**src/rtl/qdr_arb_pkg.sv**
```systemverilog
// qdr_arb_pkg: shared types and default widths for the QDR user-port arbiter
package qdr_arb_pkg;
    localparam int DEF_ADDR_WIDTH = 22;
    localparam int DEF_DATA_WIDTH = 36;
    localparam int DEF_BE_WIDTH   = 4;
    localparam int DEF_TAG_DEPTH  = 32;

    typedef enum logic [1:0] {WAIT_PHY, RUN, FAULT} arb_state_t;

    typedef logic req_id_t;
endpackage

```
**src/rtl/qdr_tag_fifo.sv**
```systemverilog
// qdr_tag_fifo: DEPTH x 1-bit requester-ID FIFO, first-word-fall-through read port
module qdr_tag_fifo
    import qdr_arb_pkg::*;
#(
    parameter int DEPTH = DEF_TAG_DEPTH
) (
    input  logic    clk0,
    input  logic    reset_n,
    input  logic    push,
    input  req_id_t push_id,
    input  logic    pop,
    output req_id_t pop_id,
    output logic    full,
    output logic    empty
);
    localparam int AW = $clog2(DEPTH);

    req_id_t mem [DEPTH];
    logic [AW-1:0] wr_ptr, rd_ptr;
    logic [AW:0] count;
    logic do_push, do_pop;

    assign full    = count == (AW+1)'(DEPTH);
    assign empty   = count == '0;
    assign do_push = push && !full;
    assign do_pop  = pop && !empty;
    assign pop_id  = mem[rd_ptr];

    always_ff @(posedge clk0) begin
        if (!reset_n) begin
            wr_ptr <= '0;
            rd_ptr <= '0;
            count  <= '0;
        end else begin
            wr_ptr <= do_push ? wr_ptr + 1'b1 : wr_ptr;
            rd_ptr <= do_pop ? rd_ptr + 1'b1 : rd_ptr;
            count  <= count + (AW+1)'(do_push) - (AW+1)'(do_pop);
        end
    end

    always_ff @(posedge clk0)
        if (do_push) mem[wr_ptr] <= push_id;
endmodule

```
**src/rtl/qdr_user_arbiter.sv**
```systemverilog
// qdr_user_arbiter: two-master arbiter onto one QDR user port; QDR_ARB_FIXED_PRIO_EN selects fixed m0 priority
module qdr_user_arbiter
    import qdr_arb_pkg::*;
#(
    parameter int ADDR_WIDTH = DEF_ADDR_WIDTH,
    parameter int DATA_WIDTH = DEF_DATA_WIDTH,
    parameter int BE_WIDTH   = DEF_BE_WIDTH,
    parameter int TAG_DEPTH  = DEF_TAG_DEPTH
) (
    input  logic                  clk0,
    input  logic                  reset_n,
    input  logic                  m0_req,
    input  logic                  m0_we,
    input  logic [ADDR_WIDTH-1:0] m0_addr,
    input  logic [DATA_WIDTH-1:0] m0_wr_data,
    input  logic [BE_WIDTH-1:0]   m0_wr_be,
    output logic                  m0_ack,
    output logic [DATA_WIDTH-1:0] m0_rd_data,
    output logic                  m0_rd_dvld,
    input  logic                  m1_req,
    input  logic                  m1_we,
    input  logic [ADDR_WIDTH-1:0] m1_addr,
    input  logic [DATA_WIDTH-1:0] m1_wr_data,
    input  logic [BE_WIDTH-1:0]   m1_wr_be,
    output logic                  m1_ack,
    output logic [DATA_WIDTH-1:0] m1_rd_data,
    output logic                  m1_rd_dvld,
    output logic [ADDR_WIDTH-1:0] usr_addr,
    output logic [DATA_WIDTH-1:0] usr_wr_data,
    output logic [BE_WIDTH-1:0]   usr_wr_be,
    output logic                  usr_wr_strb,
    output logic                  usr_rd_strb,
    input  logic [DATA_WIDTH-1:0] usr_rd_data,
    input  logic                  usr_rd_dvld,
    input  logic                  phy_rdy,
    input  logic                  cal_fail,
    output logic                  arb_fault
);
    arb_state_t state, state_next;
    logic run, full, empty, el0, el1, grant, sel_we, pop, orphan;
    req_id_t sel, pop_id;

    always_ff @(posedge clk0)
        state <= !reset_n ? WAIT_PHY : state_next;

    always_comb
        state_next = (cal_fail || state == FAULT) ? FAULT : phy_rdy ? RUN : WAIT_PHY;

    always_comb
        run = reset_n && state == RUN;

    // Reads need a free tag slot; writes never wait on the FIFO
    assign el0   = m0_req && (m0_we || !full);
    assign el1   = m1_req && (m1_we || !full);
    assign grant = run && (el0 || el1);

`ifdef QDR_ARB_FIXED_PRIO_EN
    assign sel = !el0;
`else
    req_id_t last;
    always_ff @(posedge clk0)
        last <= !reset_n ? 1'b1 : grant ? sel : last;
    assign sel = (el0 && el1) ? !last : el1;
`endif

    assign m0_ack = grant && !sel;
    assign m1_ack = grant && sel;
    assign sel_we = sel ? m1_we : m0_we;
    assign pop    = usr_rd_dvld && !empty;
    assign orphan = usr_rd_dvld && empty;

    qdr_tag_fifo #(.DEPTH(TAG_DEPTH)) u_tag_fifo (
        .clk0    (clk0),
        .reset_n (reset_n),
        .push    (grant && !sel_we),
        .push_id (sel),
        .pop     (pop),
        .pop_id  (pop_id),
        .full    (full),
        .empty   (empty)
    );

    always_ff @(posedge clk0) begin
        if (!reset_n) begin
            usr_addr    <= '0;
            usr_wr_data <= '0;
            usr_wr_be   <= '0;
            usr_wr_strb <= 1'b0;
            usr_rd_strb <= 1'b0;
            m0_rd_dvld  <= 1'b0;
            m1_rd_dvld  <= 1'b0;
            m0_rd_data  <= '0;
            m1_rd_data  <= '0;
            arb_fault   <= 1'b0;
        end else begin
            usr_wr_strb <= grant && sel_we;
            usr_rd_strb <= grant && !sel_we;
            if (grant) begin
                usr_addr    <= sel ? m1_addr : m0_addr;
                usr_wr_data <= sel ? m1_wr_data : m0_wr_data;
                usr_wr_be   <= sel ? m1_wr_be : m0_wr_be;
            end
            m0_rd_dvld <= pop && !pop_id;
            m1_rd_dvld <= pop && pop_id;
            if (pop && !pop_id) m0_rd_data <= usr_rd_data;
            if (pop && pop_id) m1_rd_data <= usr_rd_data;
            arb_fault <= arb_fault || cal_fail || orphan;
        end
    end
endmodule

```
**config.mk**
```make
export PLATFORM = sky130hd
export DESIGN_NAME = qdr_user_arbiter
export DESIGN_NICKNAME = d
export VERILOG_FILES = /design/src/rtl/qdr_arb_pkg.sv /design/src/rtl/qdr_tag_fifo.sv /design/src/rtl/qdr_user_arbiter.sv
export SDC_FILE = /design/constraint.sdc
export NUM_CORES = 1
export LEC_CHECK = 0
export CORE_MARGIN = 2
export CORE_UTILIZATION = 44
export CTS_BUF_LIST = sky130_fd_sc_hd__clkbuf_16
export CTS_CLUSTER_DIAMETER = 200
export DETAILED_ROUTE_END_ITERATION = 6
export GPL_TIMING_DRIVEN = 0
export PLACE_DENSITY = 0.85
export SLEW_MARGIN = 20
export SYNTH_ARGS = -nofsm -noshare
export SYNTH_HDL_FRONTEND = slang
export SYNTH_SLANG_ARGS = --single-unit
export TNS_END_PERCENT = 30
```
**constraint.sdc**
```tcl
create_clock -name clk0 -period 2.9 [get_ports clk0]
set_clock_uncertainty 0.05 [all_clocks]
set_input_delay 0.29 -clock clk0 [delete_from_list [all_inputs] [get_ports clk0]]
set_output_delay 0.29 -clock clk0 [all_outputs]
set_load 0.03 [all_outputs]
```
Yosys cells after proc, flatten, opt, wreduce, memory -nomap -nowiden
Memories as Yosys holds them, arrays and structs flattened. A register that Yosys moved wholly into a read port is not among the register bits.
Cells that the tools add are included.
{"block": "word_totals", "ff_bits": 158, "ramBits": 32, "inputBits": 169, "output_inout_bits": 141, "elab_cells": 65, "mem_count": 1}
{"block": "op_classes", "add_sub_neg": 4, "n_eq_ne": 3, "mux": 11, "bitwise": 1, "n_reduce_logical": 29}
{"memory": "u_tag_fifo.mem", "words": 32, "word_bits": 1, "rd": 1, "rd_ports_with_merged_regs": 1, "write_ports": 1, "line": "qdr_tag_fifo.sv:18", "source": "req_id_t mem [DEPTH];"}
{"operator": "36-bit 2-to-1 mux", "n": 1}
{"operator": "22-bit 2-to-1 mux", "n": 1}
{"operator": "1-bit logical AND", "n": 15}
{"operator": "5-bit by 1-bit adder with 5-bit output (second input constant)", "n": 2}
{"operator": "5-bit 2-to-1 mux", "n": 2}
{"operator": "6-bit by 1-bit adder with 6-bit output", "n": 1}
{"operator": "6-bit == test (second input constant)", "n": 1}
{"operator": "1-bit zero test", "n": 6}
{"operator": "6-bit zero test", "n": 1}
{"operator": "1-bit logical OR", "n": 6}
{"operator": "6-bit by 1-bit subtractor with 6-bit output", "n": 1}
{"operator": "1-bit 2-to-1 mux", "n": 5}
{"operator": "4-bit 2-to-1 mux", "n": 1}
{"operator": "2-bit by 1-bit == test with 1-bit output (second input constant)", "n": 1}
{"operator": "2-bit == test (second input constant)", "n": 1}
{"operator": "2-bit 2-to-1 mux", "n": 1}
{"operator": "2-bit OR reduction", "n": 1}
{"operator": "1-bit inverter", "n": 1}

Logic depth before layout (Yosys ltp)
Gate-level depths: netlist of the first run.
{"block": "logic_depth", "ltp_word": 12, "mapped_depth": 14, "mapped_depth_nobuf": 13}

By module
Synthesis of the first run repeated with hierarchy kept, for this count alone.
{"block": "unflattened", "hier_cells": 774, "area_unflattened_um2": 7845.0}
{"mod": "qdr_user_arbiter", "n_inst": 1, "cells_each": 556, "area_each_um2": 5362.6, "seq_area_each_um2": 2842.7}
{"mod": "qdr_tag_fifo", "n_inst": 1, "cells_each": 218, "area_each_um2": 2482.4, "seq_area_each_um2": 1381.3}

Worst setup path after synthesis of the first run
Ideal clock, no wire load.
{"block": "synth_path", "path_kind": "reg-to-reg", "startpoint": "reg u_tag_fifo.count[2]", "endpoint": "reg u_tag_fifo.count[4]", "setup_time_ns": 0.128, "arrival_ns": 2.388, "t_required_ns": 2.722, "setup_slack_ns": 0.335, "path_stages_with_launch": 15, "n_path_buf": 1, "period_less_slack_ns": 2.565, "path_cell_list": "dfxtp_1 inv_1 ha_1 and4_1 nor2b_1 clkbuf_1 ha_1 inv_1 ha_1 fa_1 a21oi_1 nor2_1 nor2_1 xor2_1 nor2_1"}
{"block": "synth_via", "elab_chain_cells": 12, "elab_cells_between_ends": 20, "classes_between": "add/sub (2); eq/ne (1); mux (2); reduce/logical (15)"}
{"element": "start: declaration", "line": "qdr_tag_fifo.sv:20", "source": "logic [AW:0] count;"}
{"element": "start signal: assignment", "line": "qdr_tag_fifo.sv:37", "source": "count <= count + (AW+1)'(do_push) - (AW+1)'(do_pop);"}
{"element": "6-bit == test", "line": "qdr_tag_fifo.sv:23", "source": "assign full = count == (AW+1)'(DEPTH);"}
{"element": "1-bit zero test", "line": "qdr_tag_fifo.sv:25, qdr_user_arbiter.sv:53, qdr_user_arbiter.sv:54"}
{"element": "1-bit logical OR, on equally long branches", "line": "qdr_user_arbiter.sv:53, qdr_user_arbiter.sv:54"}
{"element": "1-bit logical AND, on equally long branches", "line": "qdr_user_arbiter.sv:53, qdr_user_arbiter.sv:54"}
{"element": "1-bit logical AND", "line": "qdr_user_arbiter.sv:63", "source": "assign sel = (el0 && el1) ? !last : el1;"}
{"element": "1-bit 2-to-1 mux", "line": "qdr_user_arbiter.sv:63"}
{"element": "1-bit 2-to-1 mux", "line": "qdr_user_arbiter.sv:68", "source": "assign sel_we = sel ? m1_we : m0_we;"}
{"element": "1-bit zero test", "line": "qdr_user_arbiter.sv:75", "source": ".push (grant && !sel_we),"}
{"element": "1-bit logical AND", "line": "qdr_user_arbiter.sv:75"}
{"element": "1-bit logical AND", "line": "qdr_tag_fifo.sv:25", "source": "assign do_push = push && !full;"}
{"element": "6-bit by 1-bit adder with 6-bit output", "line": "qdr_tag_fifo.sv:37"}
{"element": "6-bit by 1-bit subtractor with 6-bit output (*)", "line": "qdr_tag_fifo.sv:37"}
Every way passes the cells marked *; elsewhere a longest branch is shown, timed or not.
A chain may end at the register's enable or synchronous reset.

Worst setup path in the final report of the first run
{"block": "layout_path", "startpoint": "reg u_tag_fifo.count[3]", "endpoint": "out m0_ack"}
{"block": "layout_via", "elab_chain_cells": 8, "elab_cells_between_ends": 12, "classes_between": "eq/ne (1); mux (1); reduce/logical (10)"}
{"element": "6-bit == test (*)", "line": "qdr_tag_fifo.sv:23"}
{"element": "1-bit zero test (*)", "line": "qdr_user_arbiter.sv:53, qdr_user_arbiter.sv:54"}
{"element": "1-bit logical OR, on equally long branches", "line": "qdr_user_arbiter.sv:53, qdr_user_arbiter.sv:54"}
{"element": "1-bit logical AND, on equally long branches", "line": "qdr_user_arbiter.sv:53, qdr_user_arbiter.sv:54"}
{"element": "1-bit logical AND", "line": "qdr_user_arbiter.sv:63"}
{"element": "1-bit 2-to-1 mux", "line": "qdr_user_arbiter.sv:63"}
{"element": "1-bit zero test", "line": "qdr_user_arbiter.sv:66", "source": "assign m0_ack = grant && !sel;"}
{"element": "1-bit logical AND (*)", "line": "qdr_user_arbiter.sv:66"}
{"element": "end: declaration", "line": "qdr_user_arbiter.sv:17", "source": "output logic m0_ack,"}
Marks and branches as above.

==> load_flow_metrics.sql, run 1 <==
INSERT INTO impl_metrics (metric_group, metric, value, unit) VALUES
('run_status', 'run_status', 'complete, no violations', ''),
('placement', 'place_hpwl', '18380', 'um'),
('floorplan', 'floorplan.die.height', '137.4', 'um'),
('critical_path', 'worst-setup-path-type', 'reg -> out', ''),
('clock_tree', 'clock_tree.htree_level_count', '4', ''),
('global_route', 'grtUsageTotal', '0.2569', ''),
('clock_tree', 'cts.root.buffer_cell', 'clkbuf_16', ''),
('clock_tree', 'clkSinkCount', '195', ''),
('floorplan', 'die_area', '18870', 'sq um'),
('floorplan', 'std_cell_core_area', '17360', 'sq um'),
('synthesis', 'post_synth_inst_count', '743', ''),
('clock_tree', 'tritoncts', 'yes', ''),
('route', 'routedWlPerCell', '18.53', 'um'),
('run', 'count_of_maximum_capacitance_violations', '0', ''),
('timing', 'finalSetupViolations', '0', ''),
('timing', 'worstMarginPinSlew', '700.5', 'ps'),
('timing', 'max_freq', '361.7', 'MHz'),
('global_route', 'first_global_vias', '6924', ''),
('clock_tree', 'cts_clock_pin_slew_for_the_worst_setup_and_hold_paths', '70', 'ps'),
('final_layout', 'syn_to_final_growth', '51.53', '%'),
('clock_tree', 'cts.path.max_buffers', '2', ''),
('synthesis', 'postSynthRegisterBits', '195', ''),
('final_layout', 'number_of_inserted_diodes', '0', ''),
('route', 'vias_per_cell', '5.228', ''),
('floorplan', 'initial_core_utilization', '0.4509', ''),
('route', 'vias', '6869', ''),
('timing', 'period_needed', '2765', 'ps'),
('final_layout', 'postLayoutCellArea', '11860', 'sq um'),
('pwr', 'ir_drop', '0.5461', 'mV'),
('clock_tree', 'clock_insertion_delay_worst_skew', '430', 'ps'),
('floorplan', 'rows', '48', ''),
('route', 'detailedRoute.firstPassIterationCount', '4', ''),
('critical_path', 'regToRegSetupSlack', '190', 'ps'),
('clock_tree', 'post_cts_hold_buffer_count', '0', ''),
('route', 'drt-initial-drc-count', '362', ''),
('clock_tree', 'tritoncts.num_buffers', '17', ''),
('route', 'totalWireLength', '24350', 'um'),
('placement', 'dpl_cell_area', '11210', 'sq um'),
('timing', 'total_neg_setup_slack', '0', 'ps'),
('placement', 'port_buffers', '308', ''),
('critical_path', 'delay_of_the_slowest_cell_on_the_worst_path', '460', 'ps'),
('floorplan', 'die_width', '137.4', 'um'),
('global_route', 'largest_net_degree_at_the_start_of_global_routing', '19', ''),
('synthesis', 'synth_cell_type_count', '46', ''),
('timing', 'setup_slack', '135.5', 'ps'),
('critical_path', 'path_cells', 'inv_1 -> ha_1 -> nand4_1 -> o21ai_0 -> nor2_2 -> clkbuf_1 -> and2_1 -> clkbuf_2', ''),
('critical_path', 'critical-path-slowest-cell', 'o21ai_0', ''),
('pwr', 'power_density', '662.5', 'nW/um^2'),
('floorplan', 'ioPinCount', '310', ''),
('synthesis', 'share_of_the_yosys_chip_area_belonging_to_registers', '0.5397', ''),
('final_layout', 'design.final.nets', '1260', ''),
('critical_path', 'crit_path_end_kind', 'output port', ''),
('timing', 'finalHoldWorstSlack', '386.0', 'ps'),
('placement', 'place_ws', '-355.1', 'ps'),
('timing', 'period_share', '0.9533', ''),
('synthesis', 'ys.warnings.count', '0', ''),
('global_route', 'grt_remaining_overflow', '0', ''),
('route', 'post-route-drc-count', '0', ''),
('timing', 'report.final.slew_viol_count', '0', ''),
('global_route', 'antenna_found_initial', '0', ''),
('placement', 'gp_weighted_congestion', '0.9109', ''),
('pwr', 'leakagePower', '4.813', 'nW'),
('timing', 'maxSlewHeadroom', '0.5330', ''),
('global_route', 'first_pass_grt_wire_length', '36920', 'um'),
('final_layout', 'post_route_cells_drive_above_1_share', '0.06887', ''),
('route', 'postRouteAntennaNets', '0', ''),
('critical_path', 'worst-path-max-fanout', '10', ''),
('timing', 'final-hold-violation-count', '0', ''),
('synthesis', 'mappedNetlistNets', '927', ''),
('synthesis', 'syn_avg_cell_area', '10.53', 'sq um'),
('critical_path', 'critical_path_arrival', '2420', 'ps'),
('critical_path', 'cp.required', '2560', 'ps'),
('critical_path', 'worst_setup_sp_type', 'flop', ''),
('synthesis', 'synthesis.area', '7826', 'sq um'),
('min_path', 'min_path_type', 'in -> reg', '');
==> worst max-delay path, delay by kind of cell, from the launching register on <==
family | cells | cell delay (ps)
AOI/OAI and AO/OA | 1 | 460
adders and majority gates | 1 | 160
buffers and inverters | 3 | 500
DFF | 1 | 330
and+or+nand+nor | 3 | 550
==> layer usage <==
metal | routed length [um] | vias to the layer above | GRT usage
li1 | - | 3324 | -
met1 | 9655 | 3273 | 0.3010
met2 | 12680 | 221 | 0.4497
met3 | 1283 | 51 | 0.06549
met4 | 728 | 0 | 0.09966
met5 | 0 | - | 0
==> cells by family (layout without fill, tap and decap cells) <==
| kind of cell | count (synthesis) | count (layout) | share of synthesized area |
|---|---|---|---|
| and+or+nand+nor | 276 | 276 | 0.1682 |
| DFF | 195 | 195 | 0.5397 |
| AOI/OAI and AO/OA | 90 | 90 | 0.1031 |
| muxes | 89 | 89 | 0.1138 |
| buffers and inverters | 67 | 413 | 0.03789 |
| adders and majority gates | 15 | 15 | 0.02494 |
| xor gates and xnor gates | 11 | 11 | 0.01231 |
==> layout make-up <==
cell class	count	area, sq um
multi-input combinational	481	3334
clock inverter	13	112.6
fill	1263	5498
tap	225	281.5
sequential	195	4224
buffer	52	249.0
clock buffer	19	475.5
inverter	14	52.55
timing repair buffer	315	3129
==> synth_stat cells, drive strengths merged <==
library cell | number | area share
a221o | 62 | 0.079
and3 | 63 | 0.050
o21ai | 3 | 0.0019
inv | 14 | 0.0067
ha | 14 | 0.022
o21a | 3 | 0.0029
nand2b | 3 | 0.0024
fa | 1 | 0.0026
nand4 | 5 | 0.0048
edfxtp | 32 | 0.12
nor2b | 4 | 0.0032
nand3 | 5 | 0.0032
o21bai | 1 | 0.00096
or3b | 2 | 0.0022
clkbuf | 35 | 0.017
and4 | 1 | 0.0011
a21oi | 10 | 0.0064
dfxtp | 163 | 0.42
a211oi | 3 | 0.0035
nor3 | 1 | 0.00064
a32oi | 2 | 0.0022
xor2 | 6 | 0.0067
nand2 | 122 | 0.060
buf | 18 | 0.014
nor2 | 58 | 0.029
mux2i | 89 | 0.11
xnor2 | 5 | 0.0056
or2 | 2 | 0.0016
or3 | 2 | 0.0016
a21o | 1 | 0.00096
and2 | 4 | 0.0032
nand3b | 2 | 0.0019
o311ai | 1 | 0.0011
a22oi | 4 | 0.0038
nor3b | 2 | 0.0034
==> flip-flops by register name, summed over array words and instances (netlist names), 5 cells and up, named ones only <==
register / flops
u_tag_fifo.wr_ptr: 5
m0_rd_data: 36
usr_addr: 22
usr_wr_data: 36
m1_rd_data: 36
u_tag_fifo.mem: 32
u_tag_fifo.count: 6
u_tag_fifo.rd_ptr: 5
==> layout by cell type, fill, tap and decap left out, types with 5 or more instances in the layout <==
| cell | instances |
|---|---|
| and3_1 | 63 |
| clkdlybuf4s50_1 | 306 |
| buf_4 | 15 |
| mux2i_1 | 89 |
| nand2_1 | 120 |
| inv_6 | 6 |
| nor2_1 | 56 |
| clkbuf_16 | 19 |
| clkbuf_1 | 31 |
| buf_2 | 8 |
| xnor2_1 | 5 |
| inv_1 | 13 |
| a221o_1 | 62 |
| edfxtp_1 | 32 |
| xor2_1 | 6 |
| nand3_1 | 5 |
| ha_1 | 14 |
| a21oi_1 | 8 |
| dfxtp_1 | 163 |
==> stage by stage <==
stage / cells / util / power, mW
3_5_place_dp: 1277 / 0.6456 / 5.555
4_1_cts: 1310 / 0.6815 / 7.866
5_1_grt: 1314 / 0.6832 / 8.192
2_1_floorplan: 743 / - / 4.631
6_report: 1314 / 0.6832 / 7.856
3_3_place_gp: 1276 / 0.6448 / 5.492
==> report_power, final <==
group          internal [mW]  leakage [nW]  switching [mW]
clock network           1.23         0.290            1.09
logic                   1.10          2.90            1.26
registers               3.03          1.62           0.152
total                   5.36          4.81            2.50
==> final timing paths <==
check | from | endpoint | cells past startpoint
worst min register to register | m1_rd_data[19]$_SDFFE_PN0P_ | m1_rd_data[19]$_SDFFE_PN0P_ | 2
worst max-delay path | u_tag_fifo.count[3]$_SDFF_PN0_ | m0_ack | 8
worst min-delay path | usr_rd_data[0] | m1_rd_data[0]$_SDFFE_PN0P_ | 3
worst max register to register | u_tag_fifo.count[3]$_SDFF_PN0_ | usr_addr[10]$_SDFFE_PN0P_ | 8
==> timing repair <==
| action | 4_1_cts | 5_1_grt |
|---|---|---|
| gates resized for setup | 9 | 10 |
| buffers inserted | 2 | 4 |
| pin swaps | 2 | 2 |
| endpoints found under the setup margin | 4 | 25 |
No activity file was read; power rests on OpenSTA's default activity.
==> run 2: changes to the inputs <==
--- a/config.mk
+++ b/config.mk
@@ -6,12 +6,13 @@
 export NUM_CORES = 1
 export LEC_CHECK = 0
 export CORE_MARGIN = 2
-export CORE_UTILIZATION = 44
+export CORE_UTILIZATION = 47
 export CTS_BUF_LIST = sky130_fd_sc_hd__clkbuf_16
 export CTS_CLUSTER_DIAMETER = 200
 export DETAILED_ROUTE_END_ITERATION = 6
 export GPL_TIMING_DRIVEN = 0
-export PLACE_DENSITY = 0.85
+export HOLD_SLACK_MARGIN = 0.02
+export PLACE_DENSITY = 0.9
 export SLEW_MARGIN = 20
 export SYNTH_ARGS = -nofsm -noshare
 export SYNTH_HDL_FRONTEND = slang
==> constraint.sdc (replaced) <==
create_clock -name clk0 -period 3.3 [get_ports clk0]
set_clock_uncertainty 0.05 [all_clocks]
set_input_delay 0.33 -clock clk0 [delete_from_list [all_inputs] [get_ports clk0]]
set_output_delay 0.33 -clock clk0 [all_outputs]
set_load 0.03 [all_outputs]
==> load_flow_metrics.sql, run 2 (synthesis gave the netlist of run 1 again) <==
INSERT INTO impl_metrics (metric_group, metric, value, unit) VALUES
('timing', 'period_needed', '3172', 'ps'),
('critical_path', 'worst-setup-path-type', 'reg -> out', ''),
('floorplan', 'rows', '47', ''),
('route', 'totalWireLength', '25020', 'um'),
('timing', 'final-hold-violation-count', '0', ''),
('clock_tree', 'tritoncts.num_buffers', '17', ''),
('route', 'drt-initial-drc-count', '457', ''),
('final_layout', 'post_route_cells_drive_above_1_share', '0.06250', ''),
('final_layout', 'instances_no_fill', '1308', ''),
('global_route', 'largest_net_degree_at_the_start_of_global_routing', '19', ''),
('final_layout', 'number_of_inserted_diodes', '0', ''),
('timing', 'max_freq', '315.3', 'MHz'),
('route', 'post-route-drc-count', '0', ''),
('critical_path', 'worst_setup_sp_type', 'flop', ''),
('floorplan', 'floorplan.die.height', '133.0', 'um'),
('global_route', 'first_pass_grt_wire_length', '38280', 'um'),
('floorplan', 'initial_core_utilization', '0.4770', ''),
('floorplan', 'ioPinCount', '310', ''),
('timing', 'finalSetupViolations', '0', ''),
('min_path', 'min_path_type', 'reg -> reg', ''),
('global_route', 'grt_remaining_overflow', '0', ''),
('critical_path', 'critical_path_arrival', '2790', 'ps'),
('final_layout', 'largest_registers', 'm0_rd_data x36, m1_rd_data x36, usr_wr_data x36', ''),
('placement', 'dpl_cell_area', '11200', 'sq um'),
('placement', 'numPlacedInstances', '1272', ''),
('route', 'routedWlPerCell', '19.12', 'um'),
('clock_tree', 'tritoncts', 'yes', ''),
('timing', 'report.final.slew_viol_count', '0', ''),
('global_route', 'antenna_found_initial', '0', ''),
('pwr', 'power_density', '590.0', 'nW/um^2'),
('placement', 'gp_weighted_congestion', '0.9088', ''),
('global_route', 'first_global_vias', '7213', ''),
('final_layout', 'mostFrequentLayoutCells', 'clkdlybuf4s50_1 (308), dfxtp_1 (163), nand2_1 (120)', ''),
('timing', 'finalHoldWorstSlack', '411.9', 'ps'),
('pwr', 'leakagePower', '4.810', 'nW'),
('floorplan', 'die_width', '133.0', 'um'),
('clock_tree', 'cts_clock_pin_slew_for_the_worst_setup_and_hold_paths', '70', 'ps'),
('timing', 'period_share', '0.9611', ''),
('critical_path', 'regToRegSetupSlack', '430', 'ps'),
('floorplan', 'die_area', '17700', 'sq um'),
('placement', 'place_hpwl', '18620', 'um'),
('final_layout', 'postLayoutCellArea', '11870', 'sq um'),
('clock_tree', 'cts.root.buffer_cell', 'clkbuf_16', ''),
('route', 'postRouteAntennaNets', '0', ''),
('timing', 'maxSlewHeadroom', '0.5407', ''),
('run_status', 'run_status', 'complete, no violations', ''),
('final_layout', 'fill_cells', '1123', ''),
('final_layout', 'mostFrequentLayoutCell', 'clkdlybuf4s50_1', ''),
('route', 'vias', '7013', ''),
('critical_path', 'worst-path-max-fanout', '10', ''),
('route', 'vias_per_cell', '5.362', ''),
('pwr', 'post_layout_power', '7.001', 'mW'),
('timing', 'worstMarginPinSlew', '686.3', 'ps'),
('final_layout', 'syn_to_final_growth', '51.62', '%'),
('clock_tree', 'clock_tree.htree_level_count', '4', ''),
('critical_path', 'cp.required', '2920', 'ps'),
('global_route', 'grtUsageTotal', '0.2793', ''),
('clock_tree', 'clock_insertion_delay_worst_skew', '430', 'ps'),
('run', 'count_of_maximum_capacitance_violations', '0', ''),
('route', 'detailedRoute.firstPassIterationCount', '4', ''),
('final_layout', 'design.final.nets', '1259', ''),
('placement', 'port_buffers', '308', ''),
('clock_tree', 'cts.path.max_buffers', '2', ''),
('clock_tree', 'clkSinkCount', '195', ''),
('critical_path', 'crit_path_end_kind', 'output port', ''),
('floorplan', 'std_cell_core_area', '16410', 'sq um'),
('pwr', 'ir_drop', '0.4485', 'mV');
run 2: cell count changes in the layout (fill, tap and decap cells not counted), sizes merged:
cell | before | now
bufinv | 0 | 3
clkinv | 7 | 6
clkdlybuf4s50 | 306 | 308
clkbuf | 54 | 51
clkinvlp | 0 | 1
inv | 20 | 19
buf | 26 | 24
run 2: worst paths after layout:
kind	start	endpoint	cells past startpoint
max	u_tag_fifo.count[3]$_SDFF_PN0_	m0_ack	8
min	m1_rd_data[7]$_SDFFE_PN0P_	m1_rd_data[7]$_SDFFE_PN0P_	2
max reg2reg	u_tag_fifo.count[2]$_SDFF_PN0_	u_tag_fifo.count[5]$_SDFF_PN0_	14
min reg2reg	m1_rd_data[7]$_SDFFE_PN0P_	m1_rd_data[7]$_SDFFE_PN0P_	2
run 2: critical path, cell delays in order (launching register included):
cell	delay, ps
dfxtp_1	310
inv_1	80
ha_1	160
nand4_1	270
o21ai_4	270
or2_4	230
clkbuf_2	220
and2_1	140
clkdlybuf4s50_1	660
run 2: repair_timing:
| item | in CTS | in global routing |
|---|---|---|
| endpoints found under the setup margin | 2 | 2 |
| gates resized for setup | 5 | 4 |
| buffers inserted | 2 | 3 |
| pin swaps | 2 | 2 |
| hold buffers | 0 | 0 |
run 2: metal layers:
metal,global-route usage,wire length [um],up-vias
met3,0.07088,1373,64
met4,0.1219,981,0
met1,0.3137,9783,3391
li1,-,-,3308
met2,0.5000,12880,250
met5,0,0,-
run 2: cell type report:
cell class              count  area (sq um)  share of cell area
flip-flops and latches    195          4224              0.3560
multi-input cells         481          3333              0.2809
repair buffers            314          3132              0.2639
clock buffers              17         425.4             0.03585
well taps                 220         275.3             0.02320
plain buffers              52         242.7             0.02046
clock inverters            15         181.4             0.01529
inverters                  14         52.55            0.004429
run 2: through the flow:
step / TNS (ps) / worst slack, ps / util
3_3_place_gp: 0 / 139.0 / 0.6817
3_5_place_dp: -9.837 / -9.837 / 0.6826
4_1_cts: -37.22 / -37.22 / 0.7217
6_report: 0 / 128.5 / 0.7233
5_1_grt: -20.90 / -20.90 / 0.7233
2_1_floorplan: 0 / 734.6 / -
run 2: report_power, final:
group	total, mW	internal [mW]	leakage, nW	switching, mW
Sequential	2.80	2.67	1.62	0.136
Combinational	2.06	0.954	2.90	1.11
Clock	2.13	1.20	0.297	0.931
Total	7.00	4.82	4.81	2.18
==> run 3: changes to the inputs <==
--- a/config.mk
+++ b/config.mk
@@ -6,13 +6,13 @@
 export NUM_CORES = 1
 export LEC_CHECK = 0
 export CORE_MARGIN = 2
-export CORE_UTILIZATION = 47
+export CORE_UTILIZATION = 39
 export CTS_BUF_LIST = sky130_fd_sc_hd__clkbuf_16
 export CTS_CLUSTER_DIAMETER = 200
 export DETAILED_ROUTE_END_ITERATION = 6
 export GPL_TIMING_DRIVEN = 0
 export HOLD_SLACK_MARGIN = 0.02
-export PLACE_DENSITY = 0.9
+export PLACE_DENSITY = 0.8
 export SLEW_MARGIN = 20
 export SYNTH_ARGS = -nofsm -noshare
 export SYNTH_HDL_FRONTEND = slang
==> constraint.sdc (replaced) <==
create_clock -name clk0 -period 2.72 [get_ports clk0]
set_clock_uncertainty 0.05 [all_clocks]
set_input_delay 0.408 -clock clk0 [delete_from_list [all_inputs] [get_ports clk0]]
set_output_delay 0.408 -clock clk0 [all_outputs]
set_load 0.03 [all_outputs]
==> load_flow_metrics.sql, run 3 (synthesis gave the netlist of run 1 again) <==
INSERT INTO impl_metrics (metric_group, metric, value, unit) VALUES
('pwr', 'power_density', '711.1', 'nW/um^2'),
('critical_path', 'crit_path_end_kind', 'output port', ''),
('route', 'routedWlPerCell', '18.11', 'um'),
('run', 'count_of_maximum_capacitance_violations', '0', ''),
('final_layout', 'design.final.nets', '1259', ''),
('placement', 'numPlacedInstances', '1317', ''),
('final_layout', 'largest_registers', 'm0_rd_data x36, m1_rd_data x36, usr_wr_data x36', ''),
('floorplan', 'floorplan.die.height', '145.7', 'um'),
('clock_tree', 'cts.path.max_buffers', '2', ''),
('floorplan', 'rows', '51', ''),
('placement', 'place_hpwl', '18600', 'um'),
('min_path', 'worst_hold_startpoint', 'm0_rd_data[35]$_SDFFE_PN0P_', ''),
('floorplan', 'initial_core_utilization', '0.3995', ''),
('floorplan', 'std_cell_core_area', '19590', 'sq um'),
('min_path', 'min_path_type', 'reg -> reg', ''),
('run_status', 'run_status', 'complete, no violations', ''),
('global_route', 'antenna_found_initial', '0', ''),
('pwr', 'post_layout_power', '8.477', 'mW'),
('pwr', 'ir_drop', '0.5336', 'mV'),
('route', 'vias_per_cell', '5.103', ''),
('route', 'postRouteAntennaNets', '0', ''),
('pwr', 'leakagePower', '4.810', 'nW'),
('timing', 'max_freq', '383.7', 'MHz'),
('global_route', 'first_global_vias', '7057', ''),
('global_route', 'largest_net_degree_at_the_start_of_global_routing', '22', ''),
('global_route', 'first_pass_grt_wire_length', '38340', 'um'),
('critical_path', 'regToRegSetupSlack', '140', 'ps'),
('floorplan', 'ioPinCount', '310', ''),
('clock_tree', 'cts_clock_pin_slew_for_the_worst_setup_and_hold_paths', '70', 'ps'),
('final_layout', 'instances_no_fill', '1353', ''),
('final_layout', 'mostFrequentLayoutCells', 'clkdlybuf4s50_1 (306), dfxtp_1 (161), nand2_1 (120)', ''),
('route', 'totalWireLength', '24510', 'um'),
('final_layout', 'mostFrequentLayoutCell', 'clkdlybuf4s50_1', ''),
('route', 'vias', '6905', ''),
('min_path', 'hold_depth', '2', ''),
('final_layout', 'number_of_inserted_diodes', '0', ''),
('critical_path', 'worst-path-max-fanout', '10', ''),
('timing', 'period_share', '0.9582', ''),
('global_route', 'grtUsageTotal', '0.2289', ''),
('final_layout', 'post_route_cells_drive_above_1_share', '0.07721', ''),
('critical_path', 'worst_setup_sp_type', 'flop', ''),
('clock_tree', 'tritoncts', 'yes', ''),
('clock_tree', 'post_cts_hold_buffer_count', '0', ''),
('timing', 'grt_setup_unrepaired', 'true', ''),
('route', 'drt-initial-drc-count', '400', ''),
('timing', 'maxSlewHeadroom', '0.6026', ''),
('clock_tree', 'clock_tree.htree_level_count', '4', ''),
('timing', 'finalSetupViolations', '0', ''),
('min_path', 'min_to', 'm0_rd_data[35]$_SDFFE_PN0P_', ''),
('clock_tree', 'cts.root.buffer_cell', 'clkbuf_16', ''),
('final_layout', 'syn_to_final_growth', '52.33', '%'),
('timing', 'period_needed', '2606', 'ps'),
('timing', 'final-hold-violation-count', '0', ''),
('critical_path', 'worst_r2r_endpoint', 'u_tag_fifo.count[4]$_SDFF_PN0_', ''),
('placement', 'gp_weighted_congestion', '0.8587', ''),
('critical_path', 'r2r-start', 'u_tag_fifo.count[4]$_SDFF_PN0_', ''),
('route', 'detailedRoute.firstPassIterationCount', '5', ''),
('critical_path', 'cp.required', '2260', 'ps'),
('global_route', 'grt_remaining_overflow', '0', ''),
('placement', 'port_buffers', '308', ''),
('critical_path', 'worst-r2r-cell-count', '14', ''),
('critical_path', 'critical_path_arrival', '2150', 'ps'),
('timing', 'worstMarginPinSlew', '596.1', 'ps'),
('route', 'post-route-drc-count', '0', ''),
('clock_tree', 'clkSinkCount', '195', ''),
('floorplan', 'die_width', '145.7', 'um'),
('timing', 'report.final.slew_viol_count', '0', ''),
('critical_path', 'worst-setup-path-type', 'reg -> out', ''),
('floorplan', 'die_area', '21220', 'sq um'),
('clock_tree', 'clock_insertion_delay_worst_skew', '430', 'ps'),
('clock_tree', 'tritoncts.num_buffers', '17', '');
[run 3: worst max path at each step]
stage	from	to	slack, ps
5_1_grt	u_tag_fifo.count[4]$_SDFF_PN0_	u_tag_fifo.count[5]$_SDFF_PN0_	-20
4_1_cts	u_tag_fifo.count[2]$_SDFF_PN0_	u_tag_fifo.count[5]$_SDFF_PN0_	7
6_report	u_tag_fifo.count[2]$_SDFF_PN0_	m1_ack	110
3_5_place_dp	m1_we	m0_ack	-700
3_3_place_gp	m1_we	m0_ack	-650
2_1_floorplan	u_tag_fifo.count[2]$_SDFF_PN0_	u_tag_fifo.count[4]$_SDFF_PN0_	150
[run 3: report_power, final]
part | switching (mW) | internal [mW]
clock | 1.13 | 1.37
combinational | 1.38 | 1.20
sequential | 0.164 | 3.24
[run 3: area by class of cell]
cell class                 instances  area [sq um]
fill                            1647          7669
multi-input combinational        481          3351
inverter                          14         52.55
buffer                            52         255.2
timing repair buffer             314          3126
clock inverter                    15         153.9
clock buffer                      17         425.4
sequential                       195          4227
tap                              265         331.6
[run 3: worst max-delay path, cell delays in order (launching register included)]
cell and delay, ps:
dfxtp_2 330, inv_2 60, ha_2 170, nand4_1 90, buf_4 180, o21a_1 220
a211oi_4 270, buf_6 190, buf_2 210
[run 3: routing by layer]
metal,vias to the layer above,wire (um),global-route usage
met5,-,0,0
met4,0,965,0.1074
met3,65,1444,0.06238
met2,233,12350,0.3946
met1,3295,9742,0.2640
li1,3312,-,-
[run 3: through the flow]
step / worst slack (ps) / instance area [sq um] / TNS (ps) / util / hold WS [ps]
6_report: 113.6 / 11920 / 0 / 0.6085 / 409.4
5_1_grt: -19.95 / 11920 / -25.93 / 0.6085 / 428.5
4_1_cts: 6.534 / 11910 / 0 / 0.6078 / 410.6
3_5_place_dp: -703.3 / 11260 / -1736 / 0.5748 / 398.6
3_3_place_gp: -646.7 / 11240 / -12120 / 0.5738 / 392.4
2_1_floorplan: 154.6 / 7826 / 0 / - / 404.7
[run 3: timing repair]
item | in CTS | in global routing
gates cloned | 0 | 0
endpoints found under the hold margin | 0 | 0
setup buffers | 4 | 1
pin swaps | 3 | 6
gates resized for setup | 19 | 17
endpoints found under the setup margin | 4 | 4
==> RTL edit 1, RTL diff (config.mk and constraints of run 1) <==
The 3 states of `arb_state_t` get a one-hot encoding in 3 bits.
--- a/src/rtl/qdr_arb_pkg.sv
+++ b/src/rtl/qdr_arb_pkg.sv
@@ -6,5 +6,5 @@
     localparam int DEF_TAG_DEPTH  = 32;
 
-    typedef enum logic [1:0] {WAIT_PHY, RUN, FAULT} arb_state_t;
+    typedef enum logic [2:0] {WAIT_PHY = 3'b001, RUN = 3'b010, FAULT = 3'b100} arb_state_t;
 
     typedef logic req_id_t;
Formal check against the unedited RTL: no difference found for any inputs over 4 cycles, from zero or initial values and one cycle with reset_n low; so few cycles prove little.
==> RTL edit 1 against run 1 <==
- hold slack got worse by 0.011 ns
- non-clock buffer count is 2 lower
- setup slack worse by 0.0070 ns
- sequential cell count increased by 1
- final area about the same
- synthesized area rose by 0.51%
- total power is 0.43% higher
- via count increased by 2.9%
- routed wire length is 2.9% higher
- the flow now finishes with violations (DRC)
==> RTL edit 1: results (changes against run 1) <==
| Metric | Value |
|---|---|
| EDFF count, synth | `32 (unchanged)` |
| Fraction of layout cells with a size suffix above 1 | `7.339% (was 6.887%)` |
| P_leak | `4.555 nW (was 4.813 nW)` |
| Worst EP arrival | `2.43 ns` |
| Worst vdd ir | `0.5082 mV (was 0.5461 mV)` |
| Pin count of the biggest net entering global routing | `18 (was 19)` |
| CP max stage delay | `0.33 ns (was 0.46 ns)` |
| WL per Instance | `19.05 µm (was 18.53 µm)` |
| Drt first pass iters | `7 (was 4)` |
| Syn nets | `931 (was 927)` |
| P_sw | `0.002455 W (was 0.002500 W)` |
| Post-DP HPWL | `18.23 mm (was 18.38 mm)` |
| CP top delay family | `buffers and inverters (was simple AND/OR/NAND/NOR gates)` |
| Final Hold Viols | `0 (unchanged)` |
| Area after DPL | `0.01123 mm² (was 0.01121 mm²)` |
| Area contributors post-synth | `dfxtp_1 42%, edfxtp_1 12%, mux2i_1 11% (unchanged)` |
| Syn Inst Count | `747 (was 743)` |
| Nets | `1261 (was 1260)` |
| Crit-path slowest cell | `clkdlybuf4s15_2 (was o21ai_0)` |
| DRC | `15 (was 0)` |
| Gr usage total | `25.32% (was 25.69%)` |
| Post-synthesis sequential area ratio | `53.95% (was 53.97%)` |
| Commonest cells in the netlist | `164 x dfxtp_1, 121 x nand2_1, 121 x nor2_1, 90 x mux2i_1, 62 x a222oi_1 (was 163 x dfxtp_1, 120 x nand2_1, 89 x mux2i_1, 63 x and3_1, 62 x a221o_1)` |
| RD Place Congestion | `0.8393 (was 0.9109)` |
| Dpl ws | `-0.6872 ns (was -0.3551 ns)` |
| Number of global-route vias before repair | `6868 (was 6924)` |
| Failing checks | `DRC` |
| DR vias | `7065 (was 6869)` |
| Number of DRC markers in iteration 0 | `544 (was 362)` |
| Outcome | `finished with violations (was completed)` |
| First-pass GRT wire length | `36.43 mm (was 36.92 mm)` |
| DRT Wirelength | `25.05 mm (was 24.35 mm)` |
| Clk_lat worst skew | `0.42 ns` |
| Slew HR | `49.33% (was 53.30%)` |
RTL edit 1: repair_timing:
action,in CTS,in global routing
setup buffers,1,1
setup endpoints to repair,33,4
gates resized for setup,7,6
gates cloned,1,0
pin swaps,1,0
hold endpoints to repair,0,0
RTL edit 1: layout make-up:
cell class,instances,area (µm²)
Clock buffer,19,475.5
Inverter,18,67.56
Timing Repair Buffer,310,3094
Sequential cell,196,4244
Fill cell,1318,5559
Tap cell,225,281.5
Buffer,55,354.1
Clock inverter,13,103.9
Multi-Input combinational cell,479,3237
RTL edit 1: layer usage:
metal	share of wire, %	global-route usage, %	vias to the layer above
met4	2.1	9.127	0
met2	48	42.54	332
met5	0	0	-
met1	38	29.17	3378
li1	-	-	3312
met3	11	10.19	43
RTL edit 1: worst reg2reg max path, delay by kind of cell (launching register included):
kind,cells,cell delay (ns)
buffers and inverters,5,0.39
and+or+nand+nor,5,0.62
xor gates and xnor gates,1,0.13
AOI/OAI and AO/OA,1,0.07
DFF,1,0.34
adders and majority gates,4,0.95
RTL edit 1: power by group through the flow:
stage	combinational (W)	clock (W)	sequential (W)
after floorplan	0.00109	0	0.00360
after global placement	0.00231	0	0.00322
after detailed placement	0.00233	0	0.00323
after CTS	0.00237	0.00236	0.00318
after global routing	0.00255	0.00246	0.00321
final	0.00238	0.00233	0.00318
RTL edit 1: kinds of logic after synthesis:
group	synth area share (%)
AOI/OAI and AO/OA	10.28
xor gates and xnor gates	1.336
adders and majority gates	2.481
buffers and inverters	5.281
DFF	53.95
muxes	11.45
and+or+nand+nor	15.22
RTL edit 1: path summary, 6_finish.rpt:
path,from,to,slack [ns],cells past startpoint
min reg2reg,m0_rd_data[1],m0_rd_data[1],0.41,2
min,reset_n,usr_rd_strb,0.37,4
max,u_tag_fifo.count[3],m0_ack,0.13,8
max reg2reg,u_tag_fifo.count[3],u_tag_fifo.count[4],0.21,16
RTL edit 1: per-stage QoR:
| stage | power (W) | setup TNS, ns |
|---|---|---|
| detailed placement | 0.005568 | -0.8396 |
| global route | 0.008209 | -0.009854 |
| floorplan | 0.004687 | 0 |
| global placement | 0.005530 | -0.5666 |
| finish | 0.007890 | 0 |
| CTS | 0.007905 | 0 |
==> RTL edit 2, RTL diff (settings of run 1) <==
Without the edit above. Build with the macro `QDR_ARB_FIXED_PRIO_EN` defined.
--- a/src/rtl/qdr_user_arbiter.sv
+++ b/src/rtl/qdr_user_arbiter.sv
@@ -1,3 +1,5 @@
 // qdr_user_arbiter: two-master arbiter onto one QDR user port; QDR_ARB_FIXED_PRIO_EN selects fixed m0 priority
+`define QDR_ARB_FIXED_PRIO_EN
+
 module qdr_user_arbiter
     import qdr_arb_pkg::*;
Formal check against the unedited RTL: not equivalent (a bounded check fails within 4 cycles, from zero or initial values and one cycle with reset_n low).
==> RTL edit 2 against run 1 <==
- routed wire length increased by 0.61%
- via count up 2.5%
- clock power is 9.1% higher
- combinational power grew 8.5%
- synthesized area up 3.5%
- setup slack gained 0.069 ns
- total power grew 5.0%
- sequential cell count shrank 1
- first-iteration DRC count down 2.5%
- hold slack improved by 0.0026 ns
- final area increased by 2.5%
- largest cell class unchanged
==> RTL edit 2: results (changes against run 1) <==
| Metric | Value |
|---|---|
| Outcome | `completed (unchanged)` |
| Pin count of the biggest net entering global routing | `51 (was 19)` |
| Critical path fanouts, max | `7 (was 10)` |
| Fraction of layout cells with a size suffix above 1 | `6.420% (was 6.887%)` |
| Total Power | `0.008247 W (was 0.007856 W)` |
| RD Place Congestion | `0.8742 (was 0.9109)` |
| Worst vdd ir | `0.5632 mV (was 0.5461 mV)` |
| Crit-path slowest cell | `fa_2 (was o21ai_0)` |
| M2 GR Usage | `42.65% (was 44.97%)` |
| Post-DP HPWL | `18.46 mm (was 18.38 mm)` |
| DR vias | `7041 (was 6869)` |
| Syn Inst Count | `797 (was 743)` |
| Clk pwr share | `30.5% (was 29.4%)` |
| DRT Wirelength | `24.49 mm (was 24.35 mm)` |
| Gr usage total | `24.45% (was 25.69%)` |
| Dpl ws | `-0.5502 ns (was -0.3551 ns)` |
| GR met3 Demand/Resource | `8.465% (was 6.549%)` |
| Distinct cell type count after synthesis | `43 (was 46)` |
| Worst EP arrival | `2.94 ns (was 2.42 ns)` |
| Commonest cells in the netlist | `162 x dfxtp_1, 151 x mux2i_1, 124 x nand2_1, 118 x nor2_1, 63 x a211oi_1 (was 163 x dfxtp_1, 120 x nand2_1, 89 x mux2i_1, 63 x and3_1, 62 x a221o_1)` |
| Met1 Track Usage GR | `28.41% (was 30.10%)` |
| CP max stage delay | `0.37 ns (was 0.46 ns)` |
| P_leak | `4.684 nW (was 4.813 nW)` |
| CP top delay family | `adder cells (was simple AND/OR/NAND/NOR gates)` |
| Post-synthesis sequential area ratio | `51.92% (was 53.97%)` |
| Post-DR vias/cell | `5.154 (was 5.228)` |
| Slew HR | `56.89% (was 53.30%)` |
| Placed Cells | `1334 (was 1277)` |
| Number of global-route vias before repair | `7111 (was 6924)` |
| Syn nets | `981 (was 927)` |
[RTL edit 2: worst min-delay path: stages]
cell	delay, ns
clkdlybuf4s50_1	0.40
nand2_1	0.07
mux2i_1	0.06
[RTL edit 2: worst paths after layout]
check                                    startpoint             endpoint  slack, ns  cells after the start
worst min register to register        m0_rd_data[0]        m0_rd_data[0]       0.41                      2
worst max-delay path            u_tag_fifo.count[2]  u_tag_fifo.count[4]       0.20                     15
worst min-delay path                 usr_rd_data[9]        m1_rd_data[9]       0.39                      3
worst max register to register  u_tag_fifo.count[2]  u_tag_fifo.count[4]       0.20                     15
[RTL edit 2: timing repair]
action / CTS / global route
pin swaps: 0 / 1
setup endpoints to repair: 2 / 4
cloned: 0 / 1
resized for setup: 11 / 7
setup buffers: 0 / 1
[RTL edit 2: final cells by class]
type / instances / area (µm²)
Tap cell: 229 / 286.5
Timing Repair Buffer: 310 / 3112
Buffer: 52 / 285.3
Inverter: 13 / 48.80
Multi-Input combinational cell: 537 / 3597
Clock buffer: 17 / 425.4
Fill cell: 1379 / 5864
Sequential cell: 194 / 4204
Clock inverter: 14 / 201.4
[RTL edit 2: logic make-up (layout without fill, tap and decap cells)]
kind of cell               count (synthesis)  count (layout)  share of synthesized area, %
xor gates and xnor gates                  11              11                         1.190
muxes                                    151             151                         18.67
DFF                                      194             194                         51.92
adders and majority gates                 15              15                         2.411
and+or+nand+nor                          275             275                         14.16
buffers and inverters                     66             406                         4.033
AOI/OAI and AO/OA                         85              85                         7.619
[RTL edit 2: routing by layer]
metal	wire length (µm)	share of wire (%)	up-vias
li1	-	-	3397
met1	9842	40	3322
met2	12090	49	286
met3	2036	8.3	36
met4	522	2.1	0
met5	0	0	-
